## src/rtl/eth_tx_arbiter_pkg.sv

```systemverilog
// ---------------------------------------------------------------------------
// eth_tx_pkg
// Shared definitions for the two-source Ethernet TX frame scheduler:
//   - tx_state_e       : scheduler state encoding (IDLE/CTRL/DATA/DROP)
//   - CTRL_FLAG_NORMAL : control word 0 for a normal transmit (Flag 0xA)
//   - CTRL_WORDS       : length of the MAC TX control frame in 32-bit words
//   - MAX_FRAME_WORDS  : longest data frame forwarded before truncation
//   - WCNT_W           : width of the per-frame data beat counter
//   - ctrl_word()      : builds one control-frame word from its index
// ---------------------------------------------------------------------------
package eth_tx_pkg;

  typedef enum logic [1:0] {
    ST_IDLE = 2'd0,
    ST_CTRL = 2'd1,
    ST_DATA = 2'd2,
    ST_DROP = 2'd3
  } tx_state_e;

  localparam logic [31:0] CTRL_FLAG_NORMAL = 32'hA000_0000;
  localparam int          CTRL_WORDS       = 6;
  localparam int          MAX_FRAME_WORDS  = 379;
  localparam int          WCNT_W           = 9;

  // Only word 0 of the control frame carries the flag; the rest are zero.
  function automatic logic [31:0] ctrl_word(input logic [31:0] flag,
                                            input logic        is_first);
    logic [31:0] w;
    if (is_first) begin
      w = flag;
    end else begin
      w = 32'h0000_0000;
    end
    return w;
  endfunction

endpackage

```

## src/rtl/eth_tx_arbiter_if.sv

```systemverilog
// ---------------------------------------------------------------------------
// eth_tx_arbiter_if
// One 32-bit AXI-Stream link (data, byte keep, valid, last, ready).
// Modports:
//   master : drives tdata/tkeep/tvalid/tlast, receives tready
//   slave  : receives tdata/tkeep/tvalid/tlast, drives tready
// ---------------------------------------------------------------------------
interface eth_tx_arbiter_if;

  logic [31:0] tdata;
  logic [3:0]  tkeep;
  logic        tvalid;
  logic        tlast;
  logic        tready;

  modport master (
    output tdata,
    output tkeep,
    output tvalid,
    output tlast,
    input  tready
  );

  modport slave (
    input  tdata,
    input  tkeep,
    input  tvalid,
    input  tlast,
    output tready
  );

endinterface

```

## src/rtl/eth_tx_rr_arb.sv

```systemverilog
// ---------------------------------------------------------------------------
// eth_tx_rr_arb
// Combinational two-way round-robin grant. When both ports request, the port
// that was not served last wins; a single requester always wins.
// Ports:
//   req[1:0]   in  : request per port
//   last_grant in  : port served most recently
//   gnt_valid  out : at least one request present
//   gnt_idx    out : winning port index (meaningful only with gnt_valid)
// The result is not registered here; the parent latches it.
// ---------------------------------------------------------------------------
module eth_tx_rr_arb (
  input  logic [1:0] req,
  input  logic       last_grant,
  output logic       gnt_valid,
  output logic       gnt_idx
);

  // Pick the winner from the request pattern and the previous grant.
  always_comb begin
    gnt_valid = |req;
    case (req)
      2'b01:   gnt_idx = 1'b0;
      2'b10:   gnt_idx = 1'b1;
      2'b11:   gnt_idx = ~last_grant;
      default: gnt_idx = 1'b0;
    endcase
  end

endmodule

```

## src/rtl/eth_tx_arbiter.sv

```systemverilog
// ---------------------------------------------------------------------------
// eth_tx_arbiter
// Frame-level scheduler sharing one AXI Ethernet TX port (control + data
// streams) between two 32-bit AXI-Stream frame sources. Each granted frame is
// preceded by a CTRL_WORDS-long control frame on txc, then the source's data
// frame is passed through combinationally on txd up to its tlast. A frame
// longer than MAX_FRAME_WORDS is cut: the last allowed beat is sent with
// tlast forced, and the rest of the source frame is absorbed silently.
// Ports:
//   axis_clk, axis_aresetn   : clock, asynchronous active-low reset
//   enable                   : permits new grants (running frame completes)
//   s0, s1   (slave)         : frame sources
//   txd      (master)        : to MAC data stream
//   txc      (master)        : to MAC control stream
//   busy                     : scheduler not idle
//   grant                    : current / most recently granted port
//   oversize_err             : one-cycle pulse when a frame was truncated
//   frame_cnt0, frame_cnt1   : completed (non-truncated) frames per port
// ---------------------------------------------------------------------------
module eth_tx_arbiter
  import eth_tx_pkg::*;
#(
  parameter int          CTRL_WORDS_P      = CTRL_WORDS,
  parameter logic [31:0] CTRL_FLAG         = CTRL_FLAG_NORMAL,
  parameter int          MAX_FRAME_WORDS_P = MAX_FRAME_WORDS,
  parameter int          CNT_W             = 16
) (
  input  logic                 axis_clk,
  input  logic                 axis_aresetn,
  input  logic                 enable,
  eth_tx_arbiter_if.slave      s0,
  eth_tx_arbiter_if.slave      s1,
  eth_tx_arbiter_if.master     txd,
  eth_tx_arbiter_if.master     txc,
  output logic                 busy,
  output logic                 grant,
  output logic                 oversize_err,
  output logic [CNT_W-1:0]     frame_cnt0,
  output logic [CNT_W-1:0]     frame_cnt1
);

  localparam int                IDX_W     = (CTRL_WORDS_P > 1) ? $clog2(CTRL_WORDS_P) : 1;
  localparam logic [IDX_W-1:0]  IDX_ONE   = IDX_W'(1);
  localparam logic [IDX_W-1:0]  IDX_LAST  = IDX_W'(CTRL_WORDS_P - 1);
  localparam logic [WCNT_W-1:0] WCNT_ONE  = WCNT_W'(1);
  localparam logic [WCNT_W-1:0] WCNT_LAST = WCNT_W'(MAX_FRAME_WORDS_P - 1);
  localparam logic [CNT_W-1:0]  CNT_ONE   = CNT_W'(1);

  tx_state_e         state_r;
  tx_state_e         state_s;
  logic              grant_r;
  logic              last_grant_r;
  logic [IDX_W-1:0]  idx_r;
  logic [WCNT_W-1:0] wcnt_r;
  logic [CNT_W-1:0]  frame_cnt0_r;
  logic [CNT_W-1:0]  frame_cnt1_r;
  logic              oversize_err_r;

  logic              gnt_valid_s;
  logic              gnt_idx_s;
  logic              grant_take_s;

  logic [31:0]       src_tdata_s;
  logic [3:0]        src_tkeep_s;
  logic              src_tvalid_s;
  logic              src_tlast_s;

  logic              ctrl_beat_s;
  logic              ctrl_done_s;
  logic              data_beat_s;
  logic              frame_end_s;
  logic              trunc_s;
  logic              drop_beat_s;
  logic              drop_end_s;
  logic              at_limit_s;

  eth_tx_rr_arb u_rr_arb (
    .req        ({s1.tvalid, s0.tvalid}),
    .last_grant (last_grant_r),
    .gnt_valid  (gnt_valid_s),
    .gnt_idx    (gnt_idx_s)
  );

  // Select the granted source for pass-through and for frame tracking.
  always_comb begin
    if (grant_r) begin
      src_tdata_s  = s1.tdata;
      src_tkeep_s  = s1.tkeep;
      src_tvalid_s = s1.tvalid;
      src_tlast_s  = s1.tlast;
    end else begin
      src_tdata_s  = s0.tdata;
      src_tkeep_s  = s0.tkeep;
      src_tvalid_s = s0.tvalid;
      src_tlast_s  = s0.tlast;
    end
  end

  // Handshake qualifiers for every state.
  always_comb begin
    grant_take_s = (state_r == ST_IDLE) && enable && gnt_valid_s;
    ctrl_beat_s  = (state_r == ST_CTRL) && txc.tready;
    ctrl_done_s  = ctrl_beat_s && (idx_r == IDX_LAST);
    at_limit_s   = (wcnt_r == WCNT_LAST);
    data_beat_s  = (state_r == ST_DATA) && src_tvalid_s && txd.tready;
    frame_end_s  = data_beat_s && src_tlast_s;
    // A source tlast on the limit beat is a legal full-size frame, not a cut.
    trunc_s      = data_beat_s && !src_tlast_s && at_limit_s;
    drop_beat_s  = (state_r == ST_DROP) && src_tvalid_s;
    drop_end_s   = drop_beat_s && src_tlast_s;
  end

  // State register.
  always_ff @(posedge axis_clk or negedge axis_aresetn) begin
    if (!axis_aresetn) begin
      state_r <= ST_IDLE;
    end else begin
      state_r <= state_s;
    end
  end

  // Next-state decision.
  always_comb begin
    state_s = state_r;
    case (state_r)
      ST_IDLE: begin
        if (grant_take_s) begin
          state_s = ST_CTRL;
        end else begin
          state_s = ST_IDLE;
        end
      end
      ST_CTRL: begin
        if (ctrl_done_s) begin
          state_s = ST_DATA;
        end else begin
          state_s = ST_CTRL;
        end
      end
      ST_DATA: begin
        if (frame_end_s) begin
          state_s = ST_IDLE;
        end else if (trunc_s) begin
          state_s = ST_DROP;
        end else begin
          state_s = ST_DATA;
        end
      end
      ST_DROP: begin
        if (drop_end_s) begin
          state_s = ST_IDLE;
        end else begin
          state_s = ST_DROP;
        end
      end
      default: state_s = ST_IDLE;
    endcase
  end

  // Stream outputs per state; txc and txd are never driven valid together.
  always_comb begin
    txc.tdata  = 32'h0000_0000;
    txc.tkeep  = 4'h0;
    txc.tvalid = 1'b0;
    txc.tlast  = 1'b0;
    txd.tdata  = 32'h0000_0000;
    txd.tkeep  = 4'h0;
    txd.tvalid = 1'b0;
    txd.tlast  = 1'b0;
    s0.tready  = 1'b0;
    s1.tready  = 1'b0;
    case (state_r)
      ST_IDLE: begin
        txc.tvalid = 1'b0;
      end
      ST_CTRL: begin
        txc.tvalid = 1'b1;
        txc.tkeep  = 4'hF;
        txc.tdata  = ctrl_word(CTRL_FLAG, idx_r == {IDX_W{1'b0}});
        txc.tlast  = (idx_r == IDX_LAST);
      end
      ST_DATA: begin
        txd.tvalid = src_tvalid_s;
        txd.tdata  = src_tdata_s;
        txd.tkeep  = src_tkeep_s;
        txd.tlast  = src_tlast_s || at_limit_s;
        if (grant_r) begin
          s1.tready = txd.tready;
        end else begin
          s0.tready = txd.tready;
        end
      end
      ST_DROP: begin
        if (grant_r) begin
          s1.tready = 1'b1;
        end else begin
          s0.tready = 1'b1;
        end
      end
      default: begin
        txc.tvalid = 1'b0;
      end
    endcase
  end

  // Grant, beat indices, frame counters and truncation pulse.
  always_ff @(posedge axis_clk or negedge axis_aresetn) begin
    if (!axis_aresetn) begin
      grant_r        <= 1'b0;
      last_grant_r   <= 1'b1;
      idx_r          <= {IDX_W{1'b0}};
      wcnt_r         <= {WCNT_W{1'b0}};
      frame_cnt0_r   <= {CNT_W{1'b0}};
      frame_cnt1_r   <= {CNT_W{1'b0}};
      oversize_err_r <= 1'b0;
    end else begin
      oversize_err_r <= trunc_s;
      case (state_r)
        ST_IDLE: begin
          idx_r  <= {IDX_W{1'b0}};
          wcnt_r <= {WCNT_W{1'b0}};
          if (grant_take_s) begin
            grant_r <= gnt_idx_s;
          end
        end
        ST_CTRL: begin
          if (ctrl_beat_s) begin
            idx_r <= idx_r + IDX_ONE;
          end
        end
        ST_DATA: begin
          if (data_beat_s) begin
            wcnt_r <= wcnt_r + WCNT_ONE;
          end
          if (frame_end_s) begin
            last_grant_r <= grant_r;
            if (grant_r) begin
              frame_cnt1_r <= frame_cnt1_r + CNT_ONE;
            end else begin
              frame_cnt0_r <= frame_cnt0_r + CNT_ONE;
            end
          end
        end
        ST_DROP: begin
          // A truncated frame still consumed its turn, so round-robin moves on.
          if (drop_end_s) begin
            last_grant_r <= grant_r;
          end
        end
        default: begin
          idx_r <= {IDX_W{1'b0}};
        end
      endcase
    end
  end

  assign busy         = (state_r != ST_IDLE);
  assign grant        = grant_r;
  assign oversize_err = oversize_err_r;
  assign frame_cnt0   = frame_cnt0_r;
  assign frame_cnt1   = frame_cnt1_r;

endmodule
```

## src/flat_wrapper.sv

```systemverilog
// flat-port wrapper written by rule: the top's interface ports become plain ports
module eth_tx_arbiter_flat import eth_tx_pkg::*;
#(
  parameter int          CTRL_WORDS_P      = CTRL_WORDS,
  parameter logic [31:0] CTRL_FLAG         = CTRL_FLAG_NORMAL,
  parameter int          MAX_FRAME_WORDS_P = MAX_FRAME_WORDS,
  parameter int          CNT_W             = 16
)
  (axis_clk, axis_aresetn, enable, busy, grant, oversize_err, frame_cnt0, frame_cnt1, s0_tdata, s0_tkeep, s0_tvalid, s0_tlast, s0_tready, s1_tdata, s1_tkeep, s1_tvalid, s1_tlast, s1_tready, txd_tdata, txd_tkeep, txd_tvalid, txd_tlast, txd_tready, txc_tdata, txc_tkeep, txc_tvalid, txc_tlast, txc_tready);
  eth_tx_arbiter_if s0_i ();
  eth_tx_arbiter_if s1_i ();
  eth_tx_arbiter_if txd_i ();
  eth_tx_arbiter_if txc_i ();
  input  logic axis_clk;
  input  logic axis_aresetn;
  input  logic enable;
  output logic busy;
  output logic grant;
  output logic oversize_err;
  output logic [CNT_W-1:0] frame_cnt0;
  output logic [CNT_W-1:0] frame_cnt1;
  input wire logic [$bits(s0_i.tdata)-1:0] s0_tdata;
  input wire logic [$bits(s0_i.tkeep)-1:0] s0_tkeep;
  input wire logic [$bits(s0_i.tvalid)-1:0] s0_tvalid;
  input wire logic [$bits(s0_i.tlast)-1:0] s0_tlast;
  output wire logic [$bits(s0_i.tready)-1:0] s0_tready;
  input wire logic [$bits(s1_i.tdata)-1:0] s1_tdata;
  input wire logic [$bits(s1_i.tkeep)-1:0] s1_tkeep;
  input wire logic [$bits(s1_i.tvalid)-1:0] s1_tvalid;
  input wire logic [$bits(s1_i.tlast)-1:0] s1_tlast;
  output wire logic [$bits(s1_i.tready)-1:0] s1_tready;
  output wire logic [$bits(txd_i.tdata)-1:0] txd_tdata;
  output wire logic [$bits(txd_i.tkeep)-1:0] txd_tkeep;
  output wire logic [$bits(txd_i.tvalid)-1:0] txd_tvalid;
  output wire logic [$bits(txd_i.tlast)-1:0] txd_tlast;
  input wire logic [$bits(txd_i.tready)-1:0] txd_tready;
  output wire logic [$bits(txc_i.tdata)-1:0] txc_tdata;
  output wire logic [$bits(txc_i.tkeep)-1:0] txc_tkeep;
  output wire logic [$bits(txc_i.tvalid)-1:0] txc_tvalid;
  output wire logic [$bits(txc_i.tlast)-1:0] txc_tlast;
  input wire logic [$bits(txc_i.tready)-1:0] txc_tready;
  assign s0_i.tdata = s0_tdata;
  assign s0_i.tkeep = s0_tkeep;
  assign s0_i.tvalid = s0_tvalid;
  assign s0_i.tlast = s0_tlast;
  assign s0_tready = s0_i.tready;
  assign s1_i.tdata = s1_tdata;
  assign s1_i.tkeep = s1_tkeep;
  assign s1_i.tvalid = s1_tvalid;
  assign s1_i.tlast = s1_tlast;
  assign s1_tready = s1_i.tready;
  assign txd_tdata = txd_i.tdata;
  assign txd_tkeep = txd_i.tkeep;
  assign txd_tvalid = txd_i.tvalid;
  assign txd_tlast = txd_i.tlast;
  assign txd_i.tready = txd_tready;
  assign txc_tdata = txc_i.tdata;
  assign txc_tkeep = txc_i.tkeep;
  assign txc_tvalid = txc_i.tvalid;
  assign txc_tlast = txc_i.tlast;
  assign txc_i.tready = txc_tready;
  eth_tx_arbiter #(.CTRL_WORDS_P(CTRL_WORDS_P), .CTRL_FLAG(CTRL_FLAG), .MAX_FRAME_WORDS_P(MAX_FRAME_WORDS_P), .CNT_W(CNT_W)) u_core (.axis_clk(axis_clk), .axis_aresetn(axis_aresetn), .enable(enable), .s0(s0_i), .s1(s1_i), .txd(txd_i), .txc(txc_i), .busy(busy), .grant(grant), .oversize_err(oversize_err), .frame_cnt0(frame_cnt0), .frame_cnt1(frame_cnt1));
endmodule
```

## config.mk

```make
export PLATFORM = sky130hd
export DESIGN_NAME = eth_tx_arbiter_flat
export DESIGN_NICKNAME = d
export VERILOG_FILES = /design/src/rtl/eth_tx_arbiter_pkg.sv /design/src/rtl/eth_tx_arbiter_if.sv /design/src/rtl/eth_tx_rr_arb.sv /design/src/rtl/eth_tx_arbiter.sv /design/src/flat_wrapper.sv
export SDC_FILE = /design/constraint.sdc
export NUM_CORES = 1
export LEC_CHECK = 0
export CAP_MARGIN = 20
export CORE_MARGIN = 2
export CORE_UTILIZATION = 41
export DETAILED_ROUTE_END_ITERATION = 6
export PLACE_DENSITY = 0.85
export SLEW_MARGIN = 0
export SYNTH_ARGS = -nofsm -noshare
export SYNTH_HDL_FRONTEND = slang
export SYNTH_SLANG_ARGS = --single-unit
```

## constraint.sdc

```tcl
create_clock -name axis_clk -period 3.1 [get_ports axis_clk]
set_input_delay 0.62 -clock axis_clk [delete_from_list [all_inputs] [get_ports axis_clk]]
set_output_delay 0.62 -clock axis_clk [all_outputs]
set_load 0.02 [all_outputs]
```

==> metrics, run 1 <==
status finished clean; worst min-delay path class in2async; async set or reset register ratio after synthesis 100%; DR WL met2 roughly 4.9 mm; CTS Buf Count 5; detailed-routed wire length on met3 approximately 640 um; Clk pin slew, worst setup/hold paths around 0.1 ns; post-synth cell types 40; worst vdd ir 298 uV; Slew @ Worst Pin approximately 0.51 ns; pin count of the biggest net entering global routing 39; GRT overflow 0; crit path launch txd_tready; Post-Synth Simple-Gate Area about 22%; highest routed metal layer met4; hold_ws about 0.27 ns; pre-CTS setup slack between 0.3 and 0.4 ns; CTS tree done; min Tclk post-route ~2.8 ns; Routability Congestion between 0.8 and 0.9; Placement Rows 32; Resized Gates After CTS 0; Worst setup EP type output pin; Nets just under 600; H-tree Lvls 2; final hold violations 0; placed cell count 600; total setup buffers inserted after CTS 0; top_reg_cell synth dfrtp_1; top-area cell type share of the netlist area 36.9%; final setup violating endpoints 0; share of cells above drive strength 1 6.13%; number of synthesized flops with an enable pin 0; Sink Count 49; number of vias per cell 4.83; synth warn 0; r2r startpoint u_core.state_r[1]; Clk Latency, worst-skew pair just over 0.3 ns; die area 0.00867 mm2; #FFs+latches synth just under 50; sequential share of the synthesized area a little under two fifths; largest family of logic cells by synthesized area simple AND/OR/NAND/NOR gates; area of the multi-input gates 0.00176 mm2; TNS Setup 0 ns; period utilization around nine tenths; RSZ-0062 raised after global routing no; WL final 8.97 mm; Avg Inst Size Synth approximately 9.4 um2; DR vias 2936; slowest CP cell clkdlybuf4s50_1; clk buf depth 2; Core Region slightly below 0.008 mm2; Startpoint Class input pin; Synth area leader dfrtp_1; max incr delay on CP around 0.57 ns; DRT met1 WL between 3 and 4 mm; DP HPWL between 7 and 8 mm; worst clock skew 0.0148 ns; number of antenna diodes 0; port bufs 163; Pleak approximately 2.3 nW; Worst Path Arrival approximately 2.2 ns; Fmax 358 MHz; vias in the first global route about 3000; Register Area 0.00123 mm2; Hold-fix buffers, CTS 0; Synth Area in Adders approximately 2.7%; # DRC 0; Post-Synth XOR/XNOR Area roughly 9.7%; post-route setup slack around 0.3 ns; I/O pin total 194; CP dominant cell by count clkdlybuf4s50_1; Max-slew headroom approximately two thirds; CP Class in2out; Data required, critical path 2.48 ns; top post-synthesis cells by area dfrtp_1 37%, mux2i_1 12%, buf_4 8.1%, nor2_1 6.2%, xnor2_1 5.6%; Post-Syn Area 0.00326 mm2; Die Y 93.1 um; drt first pass iters 4; Total Routing Usage GR about a fifth; Initial Utilization between 40% and 50%; area delta synth->final 52.0%; first-pass GRT wire length approximately 14 mm; final-layout fill cell count between 600 and 700; Clock Tree Root clkbuf_8; DRT antenna net count 0; Pwr Density between 500 and 600 mW/mm2; Syn Inst Count 348; initial antenna violation count 0; post-synthesis mux area share a little over an eighth; Slew Limit Fails 0; Starting DRT DRC Count 85; number of max-cap violations 0; WL/cell around 15 um; die width just over 90 um; crit-path max FO 3; Synth Area in Compound Gates under 10%; Post-Layout Cell Count 608; CP cell instances clkdlybuf4s50_1 -> o21ai_0 -> nor2_1 -> clkdlybuf4s50_1
per-stage QoR:
step | cell area (um2) | total power, mW | util (%)
after floorplan | 3360 | 1.72 | -
after global placement | 4860 | 2.22 | 62.9
after detailed placement | 4860 | 2.26 | 62.9
after CTS | 4950 | 2.64 | 64.0
after global routing | 4950 | 2.77 | 64.0
final | 4950 | 2.62 | 64.0
power breakdown:
group	internal, mW	switching (mW)
sequential	0.700	0.117
clock	0.160	0.220
combinational	0.689	0.732
routing by layer:
metal / vias up / GRT usage [%]
met5: - / 0
met4: 0 / 5.76
met3: 11 / 6.29
met2: 115 / 40.3
met1: 1392 / 22.4
li1: 1418 / -
synth_stat cells (4+ instances only):
cell type	number
inv_1	12
buf_4	35
ha_1	7
and4_1	5
mux2i_1	40
nor3_1	7
nor2_1	54
nand4_1	4
nand2_1	20
a21oi_1	4
clkbuf_1	12
dfrtp_1	48
nor4_1	4
nand3_1	14
o21ai_0	5
xnor2_1	21
xor2_1	15
and3_1	8
registers in the layout (all words and copies together), names as in the netlist:
signal,count
u_core.grant,1
u_core.frame_cnt1,16
u_core.wcnt_r,9
u_core.state_r,2
u_core.last_grant_r,1
u_core.idx_r,3
u_core.frame_cnt0,16
u_core.oversize_err,1
worst max-delay path: cells and delay by family:
family,cells,cell delay [ns]
AND/OR/NAND/NOR,1,0.08
AO/OA/AOI/OAI,1,0.43
buffers and inverters,2,1.03
layout by cell type (no fill, tap or decap), types with 3 or more instances in the layout:
cell | netlist | routed
clkdlybuf4s50_1 | 0 | 162
nor2_1 | 54 | 54
dfrtp_1 | 48 | 47
mux2i_1 | 40 | 40
conb_1 | 1 | 30
xnor2_1 | 21 | 21
nand2_1 | 20 | 20
xor2_1 | 15 | 15
nand3_1 | 14 | 14
inv_1 | 12 | 12
and3_1 | 8 | 8
nor3_1 | 7 | 7
ha_1 | 7 | 7
buf_4 | 35 | 7
o21ai_0 | 5 | 5
and4_1 | 5 | 5
clkbuf_8 | 0 | 5
nand4_1 | 4 | 4
nor4_1 | 4 | 4
a21oi_1 | 4 | 4
nand2b_1 | 3 | 3
nor3_2 | 3 | 3
mux2_2 | 3 | 3
cell families (layout without fill, tap and decap cells):
group,after synthesis,in the layout
AND/OR/NAND/NOR,135,135
buffers and inverters,62,191
flip-flops,49,49
multiplexers,43,43
XOR/XNOR,36,36
AO/OA/AOI/OAI,15,15
adder cells (fa/ha/maj),7,7
other,1,30
cell type report:
cell class                      instances  area share, %
Clock buffer                            5           1.39
Clock inverter                          3          0.430
Inverter                               12          0.910
Multi-Input combinational cell        266           35.5
Sequential cell                        49           24.8
Tap cell                              102           2.58
Timing Repair Buffer                  171           34.3
final timing paths:
path / endpoint / slack (ns) / depth (start not counted)
worst max-delay path: s0_tready / 0.31 / 4
worst min-delay path: u_core.wcnt_r[4] / 0.27 / 1
worst max register to register: u_core.frame_cnt0[15] / 1.19 / 4
worst min register to register: u_core.frame_cnt1[15] / 0.47 / 1
max in group asynchronous: u_core.grant / 2.08 / 2
min in group axis_clk: u_core.frame_cnt1[15] / 0.47 / 1
Power figures use the tool's default switching activity.
==> run 2, diff against run 1 <==
--- a/config.mk
+++ b/config.mk
@@ -9,6 +9,7 @@
 export CORE_MARGIN = 2
 export CORE_UTILIZATION = 41
 export DETAILED_ROUTE_END_ITERATION = 6
+export HOLD_SLACK_MARGIN = 0.1
 export PLACE_DENSITY = 0.85
 export SLEW_MARGIN = 0
 export SYNTH_ARGS = -nofsm -noshare
==> results of run 2 <==
Same layout as run 1: the final DEF is identical, and so are final timing and power.
==> run 3, diff against run 2 <==
--- a/config.mk
+++ b/config.mk
@@ -5,9 +5,10 @@
 export SDC_FILE = /design/constraint.sdc
 export NUM_CORES = 1
 export LEC_CHECK = 0
-export CAP_MARGIN = 20
+export CELL_PAD_IN_SITES_DETAIL_PLACEMENT = 0
+export CELL_PAD_IN_SITES_GLOBAL_PLACEMENT = 1
 export CORE_MARGIN = 2
-export CORE_UTILIZATION = 41
+export CORE_UTILIZATION = 29
 export DETAILED_ROUTE_END_ITERATION = 6
 export HOLD_SLACK_MARGIN = 0.1
 export PLACE_DENSITY = 0.85
==> run 3 against run 2 <==
  * Non-clock buffer count stayed put
  * Highest routed layer unchanged
  * Flip-flop and latch count did not move
  * Clock skew shrank 0.010 ns
==> metrics, run 3 (synthesized netlist as in run 1, its figures left out) <==
Pwr Density 535 mW/mm2 (+1.0%); Startpoint Class input pin; status finished clean; worst min-delay path class in2async; Clk pwr share 17.1% (+2.6 points); Clock Tree Root clkbuf_8; P_sw 1.05 mW (-1.4%); number of antenna diodes 0 (unchanged); number of vias per cell 4.50 (-6.8%); Resized Gates After CTS 0 (unchanged); final setup violating endpoints 0 (unchanged); CTS tree done; Nets 593 (unchanged); worst vdd ir 266 uV (-11%); Worst setup EP type output pin; GRT overflow 0 (unchanged); Cell Int Power 1.63 mW (+5.2%); TNS Setup 0 ns (unchanged); port bufs 163 (unchanged); DR vias 2906 (-1.0%); worst clock skew 0.00427 ns (-0.0105 ns); Die Y 110 um (+18%); share of cells above drive strength 1 6.13% (unchanged); vias in the first global route 2765 (-7.5%); commonest non-fill, non-tap cell in the layout clkdlybuf4s50_1; Total Routing Usage GR 14.6% (-6.5 points); Slew Limit Fails 0 (unchanged); Max-slew headroom 58.1% (-7.9 points); DP HPWL 7.31 mm (-0.96%); total setup buffers inserted after CTS 0 (unchanged); Pleak 2.28 nW (+0.41%); WL final 8.93 mm (-0.48%); Switching Share 39.2% (-1.6 points); die width 110 um (+18%); Clk pin slew, worst setup/hold paths 0.09 ns (about the same); combinational share of power 52.7% (-1.6 points); CP Class in2out; period utilization 88.0% (-2.0 points); # DRC 0 (unchanged); H-tree Lvls 2 (unchanged); area delta synth->final 54.2%; Core Region 0.0109 mm2 (+41%); die area 0.0121 mm2 (+39%); slowest CP cell clkdlybuf4s50_1; drt first pass iters 4 (unchanged); Initial Utilization 29.9% (-12 points); total power 2.68 mW (+2.5%); RSZ-0062 raised after global routing no; Hold-fix buffers, CTS 0 (unchanged); DRT antenna net count 0 (unchanged); final hold violations 0 (unchanged); first-pass GRT wire length 13.7 mm (-5.0%); CP dominant cell by count clkdlybuf4s50_1; pre-CTS setup slack 0.362 ns (+0.0374 ns); I/O pin total 194 (unchanged); most frequent cells in the layout 162 x clkdlybuf4s50_1, 54 x nor2_1, 47 x dfrtp_1; Starting DRT DRC Count 89 (+4.7%); Sink Count 49 (unchanged); Clk Latency, worst-skew pair 0.30 ns (about the same); max incr delay on CP 0.63 ns (+0.06 ns); min Tclk post-route 2.73 ns (-0.0628 ns); clk buf depth 2 (unchanged); Placement Rows 38 (+19%); number of max-cap violations 0 (unchanged); Fmax 367 MHz (+2.3%); crit-path max FO 3 (unchanged); initial antenna violation count 0 (unchanged); Slew @ Worst Pin 0.629 ns (+0.118 ns); Worst Path Arrival 2.11 ns (-0.06 ns); CP cell instances clkdlybuf4s50_1 -> o21ai_0 -> buf_4 -> nor2_1 -> clkdlybuf4s50_1; CTS Buf Count 5 (unchanged); pin count of the biggest net entering global routing 50 (+28%); sequential share of power 30.2% (-1.0 points); Routability Congestion 0.790 (-3.1%); Data required, critical path 2.48 ns (about the same); WL/cell 13.8 um (-6.3%); post-route setup slack 0.372 ns (+0.0628 ns)
-- run 3: cell type report --
type                            count  area (um2)
Fill cell                        1079        5870
Multi-Input combinational cell    266        1760
Timing Repair Buffer              171        1700
Sequential cell                    49        1230
Tap cell                          140         175
Clock buffer                        5        68.8
Clock inverter                      3        46.3
Inverter                           12        45.0
-- run 3: metal layers --
metal / vias to the layer above / GRT usage (%) / share of wire [%]
li1: 1422 / - / -
met1: 1361 / 15.4 / 36
met2: 118 / 27.8 / 54
met3: 5 / 5.45 / 9.8
met4: 0 / 2.62 / 0.38
met5: - / 0 / 0
-- run 3: worst max-delay path: cells and delay by family --
kind | cells | cell delay (ns)
AOI/OAI and AO/OA | 1 | 0.09
buffers and inverters | 3 | 1.32
and+or+nand+nor | 1 | 0.08
-- run 3: stage by stage --
| step | std cells | hold WS (ns) | instance area [um2] | utilization [%] |
|---|---|---|---|---|
| 6_report | 646 | 0.414 | 5020 | 46.1 |
| 5_1_grt | 646 | 0.465 | 5020 | 46.1 |
| 4_1_cts | 646 | 0.437 | 5020 | 46.1 |
| 3_5_place_dp | 638 | 0.462 | 4900 | 45.0 |
| 3_3_place_gp | 638 | 0.457 | 4900 | 45.0 |
| 2_1_floorplan | 377 | 0.324 | 3360 | - |
-- run 3: final timing paths --
kind | from | to | slack, ns | cells past startpoint
max | txd_tready | s0_tready | 0.37 | 5
min | axis_aresetn | u_core.frame_cnt0[14] | 0.41 | 2
max reg2reg | u_core.state_r[1] | u_core.frame_cnt0[15] | 1.18 | 4
min reg2reg | u_core.frame_cnt1[15] | u_core.frame_cnt1[15] | 0.48 | 1
max in group asynchronous | axis_aresetn | u_core.grant | 2.22 | 2
min in group axis_clk | u_core.frame_cnt1[15] | u_core.frame_cnt1[15] | 0.48 | 1
-- run 3: power by group through the flow --
stage | Combinational [mW] | Clock [mW] | Sequential (mW)
after global routing | 1.52 | 0.508 | 0.826
after detailed placement | 1.43 | 0 | 0.824
after floorplan | 0.929 | 0 | 0.786
after global placement | 1.42 | 0 | 0.821
final | 1.41 | 0.459 | 0.811
after CTS | 1.44 | 0.482 | 0.812
